**config.mk**
```make
export PLATFORM = sky130hd
export DESIGN_NAME = capcnt_ctrl
export DESIGN_NICKNAME = d
export VERILOG_FILES = /design/src/rtl/capcnt_ctrl_pkg.sv /design/src/rtl/capcnt_ctrl_timer.sv /design/src/rtl/capcnt_ctrl.sv
export SDC_FILE = /design/constraint.sdc
export NUM_CORES = 1
export LEC_CHECK = 0
export CAP_MARGIN = 20
export CORE_AREA = 2 2 91 93
export CTS_BUF_LIST = sky130_fd_sc_hd__clkbuf_4
export DETAILED_ROUTE_END_ITERATION = 16
export DIE_AREA = 0 0 93 95
export PLACE_DENSITY = 0.87
export SETUP_SLACK_MARGIN = 0.2
export SLEW_MARGIN = 20
export SYNTH_ARGS = -nofsm -noshare
export SYNTH_HDL_FRONTEND = slang
export SYNTH_SLANG_ARGS = --single-unit
```
**constraint.sdc**
```tcl
create_clock -name clk -period 7.7 [get_ports clk]
set_input_delay 1.54 -clock clk [delete_from_list [all_inputs] [get_ports clk]]
set_output_delay 1.54 -clock clk [all_outputs]
set_load 0.05 [all_outputs]
```
**src/rtl/capcnt_ctrl_pkg.sv**
```systemverilog
// Shared types and constants for the capcnt capture scheduler.
// Imported by the scheduler top and its timer.
package capcnt_ctrl_pkg;

    typedef enum logic [1:0] {
        ST_IDLE = 2'd0,
        ST_CAP  = 2'd1,
        ST_WAIT = 2'd2,
        ST_SEND = 2'd3
    } state_t;

    localparam int CHAN_W = 4;
    localparam int OVR_W  = 8;
    localparam int LAT_W  = 3;

    localparam logic [OVR_W-1:0] OVR_MAX = 8'hFF;

    function automatic logic [OVR_W-1:0] sat_inc(
        input logic [OVR_W-1:0] v
    );
        return (v == OVR_MAX) ? v : v + OVR_W'(1);
    endfunction

endpackage

```
**src/rtl/capcnt_ctrl_timer.sv**
```systemverilog
// Reloadable period down-counter for the capture scheduler.
// Emits a one-cycle tick on reaching zero and reloads in the same cycle.
module capcnt_ctrl_timer #(
    parameter int PW = 24
) (
    input  logic          clk,
    input  logic          rst_n,
    input  logic          run,
    input  logic [PW-1:0] period,
    output logic          tick
);

    logic [PW-1:0] cnt;
    logic [PW-1:0] reload;

    assign reload = (period == '0) ? '0 : period - PW'(1);
    assign tick   = run && (cnt == '0);

    // While stopped the counter tracks the reload value, so the first
    // tick after starting arrives exactly one period later.
    always_ff @(posedge clk or negedge rst_n) begin
        if (!rst_n) begin
            cnt <= '0;
        end else if (!run || cnt == '0) begin
            cnt <= reload;
        end else begin
            cnt <= cnt - PW'(1);
        end
    end

endmodule

```
**src/rtl/capcnt_ctrl.sv**
```systemverilog
// Capture scheduler and readout sequencer for a bank of capcnt channels.
// One shared cap strobe per tick, then N captured words on a valid/ready stream.
module capcnt_ctrl
    import capcnt_ctrl_pkg::*;
#(
    parameter int N       = 4,
    parameter int W       = 16,
    parameter int PW      = 24,
    parameter int CAP_LAT = 1
) (
    input  logic              clk,
    input  logic              rst_n,
    input  logic              en,
    input  logic              src_ext,
    input  logic [PW-1:0]     period,
    input  logic              ext_tick,
    output logic              cap,
    input  logic [N*W-1:0]    cnt_cap,
    output logic [W-1:0]      out_data,
    output logic [CHAN_W-1:0] out_chan,
    output logic              out_last,
    output logic              out_valid,
    input  logic              out_ready,
    output logic              busy,
    output logic              ovr,
    input  logic              ovr_clr,
    output logic [OVR_W-1:0]  ovr_cnt
);

    localparam logic [CHAN_W-1:0] LAST_CH = CHAN_W'(N - 1);
    localparam logic [LAT_W-1:0]  LAT_END = LAT_W'(CAP_LAT - 1);

    state_t             state;
    state_t             state_nxt;
    logic [LAT_W-1:0]   wcnt;
    logic               tmr_run;
    logic               tmr_tick;
    logic               tick;
    logic               drop;
    logic               load0;
    logic               adv;
    logic [CHAN_W-1:0]  nxt_ch;
    logic [W-1:0]       words [16];

    assign tmr_run = en && !src_ext && (period != '0);

    capcnt_ctrl_timer #(
        .PW (PW)
    ) u_timer (
        .clk    (clk),
        .rst_n  (rst_n),
        .run    (tmr_run),
        .period (period),
        .tick   (tmr_tick)
    );

    assign tick      = en && (src_ext ? ext_tick : tmr_tick);
    assign cap       = (state == ST_CAP);
    assign out_valid = (state == ST_SEND);
    assign busy      = (state != ST_IDLE);
    // A tick arriving mid-frame is discarded so the captured set survives.
    assign drop      = tick && busy;

    for (genvar i = 0; i < 16; i++) begin : g_words
        if (i < N) begin : g_used
            assign words[i] = cnt_cap[i*W +: W];
        end else begin : g_pad
            assign words[i] = '0;
        end
    end

    assign nxt_ch = load0 ? '0 : out_chan + CHAN_W'(1);

    always_ff @(posedge clk or negedge rst_n) begin
        if (!rst_n) begin
            state <= ST_IDLE;
        end else begin
            state <= state_nxt;
        end
    end

    always_comb begin
        state_nxt = state;
        load0     = 1'b0;
        adv       = 1'b0;
        unique case (state)
            ST_IDLE: begin
                if (tick) state_nxt = ST_CAP;
            end
            ST_CAP: begin
                state_nxt = ST_WAIT;
            end
            ST_WAIT: begin
                if (wcnt == LAT_END) begin
                    load0     = 1'b1;
                    state_nxt = ST_SEND;
                end
            end
            ST_SEND: begin
                if (out_ready) begin
                    if (out_chan == LAST_CH) state_nxt = ST_IDLE;
                    else                     adv       = 1'b1;
                end
            end
            default: state_nxt = ST_IDLE;
        endcase
    end

    always_ff @(posedge clk or negedge rst_n) begin
        if (!rst_n) begin
            wcnt     <= '0;
            out_data <= '0;
            out_chan <= '0;
            out_last <= 1'b0;
        end else begin
            if (state == ST_WAIT && wcnt != LAT_END) wcnt <= wcnt + LAT_W'(1);
            else                                     wcnt <= '0;
            if (load0 || adv) begin
                out_data <= words[nxt_ch];
                out_chan <= nxt_ch;
                out_last <= (nxt_ch == LAST_CH);
            end
        end
    end

    // Clear takes priority, but a drop in the same cycle still registers.
    always_ff @(posedge clk or negedge rst_n) begin
        if (!rst_n) begin
            ovr     <= 1'b0;
            ovr_cnt <= '0;
        end else if (ovr_clr) begin
            ovr     <= drop;
            ovr_cnt <= drop ? OVR_W'(1) : '0;
        end else if (drop) begin
            ovr     <= 1'b1;
            ovr_cnt <= sat_inc(ovr_cnt);
        end
    end

endmodule
```
==> Word-level counts from Yosys, hierarchy flattened <==
Index checks and enable logic that the tools add are counted.
Widths: inputs -> output; s select.
{ "op_classes": {"n_bitwise": 1, "magnitude_cmp": 1, "n_reduce_logical": 20, "addsub": 5, "n_eq_ne": 11, "muxes": 24} }
{ "ops": {"columns": ["op", "count"], "rows": [
  ["$bmux 16 s4", 1],
  ["$logic_not 24->1", 2],
  ["$mux 24", 2],
  ["$sub 24x1->24 const B", 2],
  ["$mux 16", 2],
  ["$mux 8", 3],
  ["$reduce_bool 24->1", 1],
  ["$mux 1", 9],
  ["$add 8x1->8 const B", 1],
  ["$eq 4x2->1 const B", 2],
  ["$eq 8x8->1 const B", 1],
  ["$mux 2", 4],
  ["$pmux 2 s4", 1],
  ["$logic_and 1x1->1", 6],
  ["$ne 2x2->1 const B", 3],
  ["$ge 5x5->1 const B", 1],
  ["$not 4->5", 1],
  ["$add 4x1->4 const B", 1],
  ["$eq 2x2->1 const B", 2],
  ["$mux 4", 1],
  ["$ne 2x1->1 const B", 2],
  ["$reduce_and 4->1", 1],
  ["$reduce_bool 2->1", 2],
  ["$add 3x1->3 const B", 1],
  ["other kinds (8)", 10]
]} }
{ "totals": {"output_inout_bits": 33, "register_bits": 59, "in_bits": 95, "elab_cells": 70} }

==> Longest topological paths before layout <==
{ "logic_depth": {"depth_word": 9, "mapped_depth": 9, "ltp_nobuf": 8} }

==> Hierarchy <==
From an unflattened synthesis, not the netlist that was laid out.
{ "unflattened": {"hier_cells": 453, "area_unflattened_um2": 4205.3} }
{ "by_module_without_submodules": {"columns": ["module", "n_inst", "seq_area_each_um2", "area_each_um2", "cells_per_inst"], "rows": [
  ["capcnt_ctrl", 1, 875.8, 2416.1, 258],
  ["capcnt_ctrl_timer", 1, 600.6, 1789.2, 195]
]} }

==> Worst setup path before layout <==
Ideal clock, no wire load.
{ "synth_timing": {"path_kind": "input port to flip-flop", "start": "in period[6]", "end": "reg state[1]", "setup_slack_ps": 3840, "path_buffers": 0, "path_stages": 6, "arrival_time_ps": 3732, "required_time_ps": 7572, "setup_ps": 128, "cell_sequence": "nor4_1 > nand2_1 > nor4b_2 > o41ai_2 > o211ai_1 > mux2_1"} }
{ "synth_via": {"elab_chain_len": 7} }
{ "synth_rtl": {"columns": ["item", "line_no", "rtl"], "rows": [
  ["start: declaration", "capcnt_ctrl.sv:15", "input logic [PW-1:0] period,"],
  ["$reduce_bool 24->1", "capcnt_ctrl.sv:45", "assign tmr_run = en && !src_ext && (period != '0);"],
  ["$logic_and 1x1->1", "capcnt_ctrl.sv:45", null],
  ["$logic_and 1x1->1", "capcnt_ctrl_timer.sv:17", "assign tick = run && (cnt == '0);"],
  ["$mux 1", "capcnt_ctrl.sv:57", "assign tick = en && (src_ext ? ext_tick : tmr_tick);"],
  ["$logic_and 1x1->1", "capcnt_ctrl.sv:57", null],
  ["$ne 2x2->1 (no source line)", null, null],
  ["$reduce_and 4->1 (no source line)", null, null],
  ["end signal: assignment", "capcnt_ctrl.sv:78", "state <= state_nxt;"],
  ["end: declaration", "capcnt_ctrl.sv:33", "state_t state;"]
]} }
No other way between the ends.
A chain may end at the register's enable or synchronous reset.

==> Worst setup path after layout <==
{ "layout_timing": {"start": "in period[6]", "end": "reg ovr_cnt[4]"} }
{ "layout_via": {"elab_chain_len": 8} }
{ "layout_rtl": {"columns": ["item", "line_no", "rtl"], "rows": [
  ["$reduce_bool 24->1", "capcnt_ctrl.sv:45", null],
  ["$logic_and 1x1->1", "capcnt_ctrl.sv:45", null],
  ["$logic_and 1x1->1", "capcnt_ctrl_timer.sv:17", null],
  ["$mux 1", "capcnt_ctrl.sv:57", null],
  ["$logic_and 1x1->1", "capcnt_ctrl.sv:57", null],
  ["$logic_and 1x1->1", "capcnt_ctrl.sv:62", "assign drop = tick && busy;"],
  ["$reduce_bool 2->1 (no source line)", null, null],
  ["$reduce_and 2->1 (no source line)", null, null],
  ["end signal: assignment", "capcnt_ctrl.sv:133", "ovr_cnt <= drop ? OVR_W'(1) : '0;"],
  ["end signal: assignment", "capcnt_ctrl.sv:136", "ovr_cnt <= sat_inc(ovr_cnt);"],
  ["end: declaration", "capcnt_ctrl.sv:27", "output logic [OVR_W-1:0] ovr_cnt"]
]} }
No other way between the ends.

==> summary.md <==
| Metric | Value |
|---|---|
| Clock latency on the worst-skew pair | 0.40 ns |
| Total negative setup slack | 0 ns |
| CTS tree | done |
| Final Setup Violations | 0 |
| Clock Path Buffers | 2 |
| Slowest stage delay, CP | 0.83 ns |
| Initial drt markers | 180 |
| H-Tree Depth | 3 |
| Area growth from synthesis to layout | 37.4% |
| Crit Path Max Fanout | 11 |
| RSZ-0062 raised after global routing | false |
| Post-route ant nets | 0 |
| Tmin final | 4.17 ns |
| DRC | 0 |
| Syn avg cell area | 9.14 um^2 |
| Die span in y | 95 um |
| Nets | 663 |
| Post-cts hold buffer count | 0 |
| Clock sinks | 59 |
| Leakage | 2.25 nW |
| Global-route usage over all layers | 0.239 |
| Post-synth top cells | dfrtp_1 (59), nor2_1 (50), nand2_1 (49), mux2i_1 (37), xor2_1 (29) |
| Mapped Area | 3970 um^2 |
| Io pins | 128 |
| Total of warnings raised by yosys | 0 |
| Asr flop ratio synth | 1.00 |
| Cell chain of the critical path | clkdlybuf4s50_1, nor4_1, nand2_1, nor4b_4, o41a_1, nor4_1, mux2_2 |
| Top post-synthesis cells by area | dfrtp_1 (37%), mux2i_1 (9.3%), xor2_1 (6.4%) |
| CP most frequent cell | nor4_1 |
| Mapped Cells | 434 |
| Port Buf Inserts | 127 |
| GR Overflow Total | 0 |
| First drt pass iteration count | 4 |
| Layout cells sized above 1 | 0.0553 |
| Critical path's slowest cell | nor4_1 |
| Util after Layout | 0.688 |
| CP Capture Type | register |
| VDD IR-drop max | 0.114 mV |
| Status | completed |
| Post-Place Setup Slack | 3.11 ns |
| Largest net degree at the start of global routing | 60 |
| CP startpoint kind | input pin |
| Final WS setup | 3.53 ns |
| Vias | 3757 |
| Setup bufs post-CTS | 0 |
| Routability Congestion | 0.823 |
| Worst-path clk slew | 0.10 ns |
| Die W | 93 um |
| Cells on Worst Hold Path | 1 |
| Total power | 1.51 mW |
| Final Hold Fails | 0 |
| Post-synth top area cell | dfrtp_1 |
| Register area | 1480 um^2 |
| Starting Density | 0.500 |
| Fin. max-slew vios | 0 |
| Rel. slew slack | 0.291 |
| Worst path required time | 7.99 ns |
| Antenna cells | 0 |
| Top_reg_cell synth | dfrtp_1 |
| Vias in the first global route | 3695 |
| First-pass GRT wire length | 16800 um |
| Hold Crit Class | reg -> reg |
| Clk_skew | 0.0170 ns |
| Sequential-to-total area share from yosys stat | 0.372 |
| Synth Register Bits | 59 |
| Worst-margin pin slew | 1.06 ns |
| Core area | 7930 um^2 |
| Syn Nets | 541 |
| Clock Root Buffer | clkbuf_4 |
| # rows | 33 |
| Antenna violations before repair | 0 |
| F_max | 240 MHz |
| WL per Instance | 16.0 um |
| PostCTS Resize Cnt | 0 |
| Yosys top cell area share | 0.372 |
| Fill count | 638 |
| Data arrival, critical path | 4.46 ns |
| Worst r2r path cells | 6 |
| Critical path class | in -> reg |
| Number of synthesized flops with an enable pin | 0 |
| Period Utilization, post-route | 0.542 |
| Multi-input logic area | 2400 um^2 |
| Dominant cell by count in the synthesized netlist | dfrtp_1 |
| TritonCTS buffer count | 9 |
| Number of max-cap violations | 0 |
| Cell variety after synth | 43 |
| Vias per Instance | 5.64 |
| PD cells | 278 nW/um^2 |
| Die Footprint | 8840 um^2 |
| Final WL | 10700 um |
| Worst Hold Slack | 0.474 ns |
| Post-DP HPWL | 8060 um |
worst max-delay path: cells and delay by family:
| kind | cells | cell delay (ns) |
|---|---|---|
| buffers and inverters | 1 | 0.45 |
| AO/OA/AOI/OAI | 1 | 0.42 |
| multiplexers | 1 | 0.29 |
| AND/OR/NAND/NOR | 4 | 1.76 |
per-layer routing:
layer / vias to the layer above / part of all wire / global-route usage
li1: 1832 / - / -
met1: 1773 / 0.40 / 0.276
met2: 144 / 0.51 / 0.440
met3: 8 / 0.081 / 0.0567
met4: 0 / 0.0085 / 0.0686
met5: - / 0 / 0
final timing paths:
check,from,to,slack (ns)
max,period[6],ovr_cnt[4]$_DFFE_PN0P_,3.53
min,wcnt[0]$_DFF_PN0_,wcnt[0]$_DFF_PN0_,0.47
max reg2reg,u_timer.cnt[6]$_DFF_PN0_,ovr_cnt[4]$_DFFE_PN0P_,4.40
min reg2reg,wcnt[0]$_DFF_PN0_,wcnt[0]$_DFF_PN0_,0.47
max in group asynchronous,rst_n,u_timer.cnt[10]$_DFF_PN0_,5.91
min in group asynchronous,rst_n,out_data[12]$_DFFE_PN0P_,1.29
area by class of cell:
cell class | count | area share
Tap cell | 105 | 0.0241
Timing Repair Buffer | 130 | 0.236
Inverter | 13 | 0.00895
Multi-Input combinational cell | 343 | 0.440
Sequential cell | 59 | 0.271
Clock buffer | 12 | 0.0165
Clock inverter | 4 | 0.00321
layout by cell type, fill, tap and decap left out, drive strengths merged, types with 2 or more instances in the layout:
master,count
mux2,4
clkinv,4
inv,13
and3,4
o41ai,4
nor2b,3
clkdlybuf4s50,126
o31ai,5
a32o,16
xnor2,16
dfrtp,59
nand4,6
nor4,13
nor3,15
or4,6
or2,2
buf,4
nand2,49
o211ai,2
nor3b,4
nand3,12
mux2i,37
ha,12
nor4b,3
or3,9
clkbuf,12
a211oi,17
a21oi,8
nor2,50
o21ai,6
nand4b,3
xor2,29
report_power, final:
part	total, mW	switching [mW]	internal (mW)
registers	0.432	0.0506	0.382
clock network	0.186	0.112	0.0744
logic	0.895	0.540	0.355
sequential cells by signal (all words and copies together) (netlist names):
name         count
ovr_cnt          8
ovr              1
out_data        16
out_chan         4
u_timer.cnt     24
state            2
wcnt             3
out_last         1
cell families after synthesis:
| group | share of synthesized area |
|---|---|
| buffers and inverters | 0.0322 |
| adder cells (fa/ha/maj) | 0.0379 |
| flip-flops | 0.372 |
| multiplexers | 0.105 |
| AND/OR/NAND/NOR | 0.227 |
| XOR/XNOR | 0.0994 |
| AO/OA/AOI/OAI | 0.127 |
metrics by stage:
step | cell area [um^2] | std cells
6_report | 5450 | 666
5_1_grt | 5450 | 666
4_1_cts | 5440 | 666
3_5_place_dp | 5330 | 650
3_3_place_gp | 5330 | 650
2_1_floorplan | 3970 | 434
Note: power is estimated with default switching activity, not from simulation.
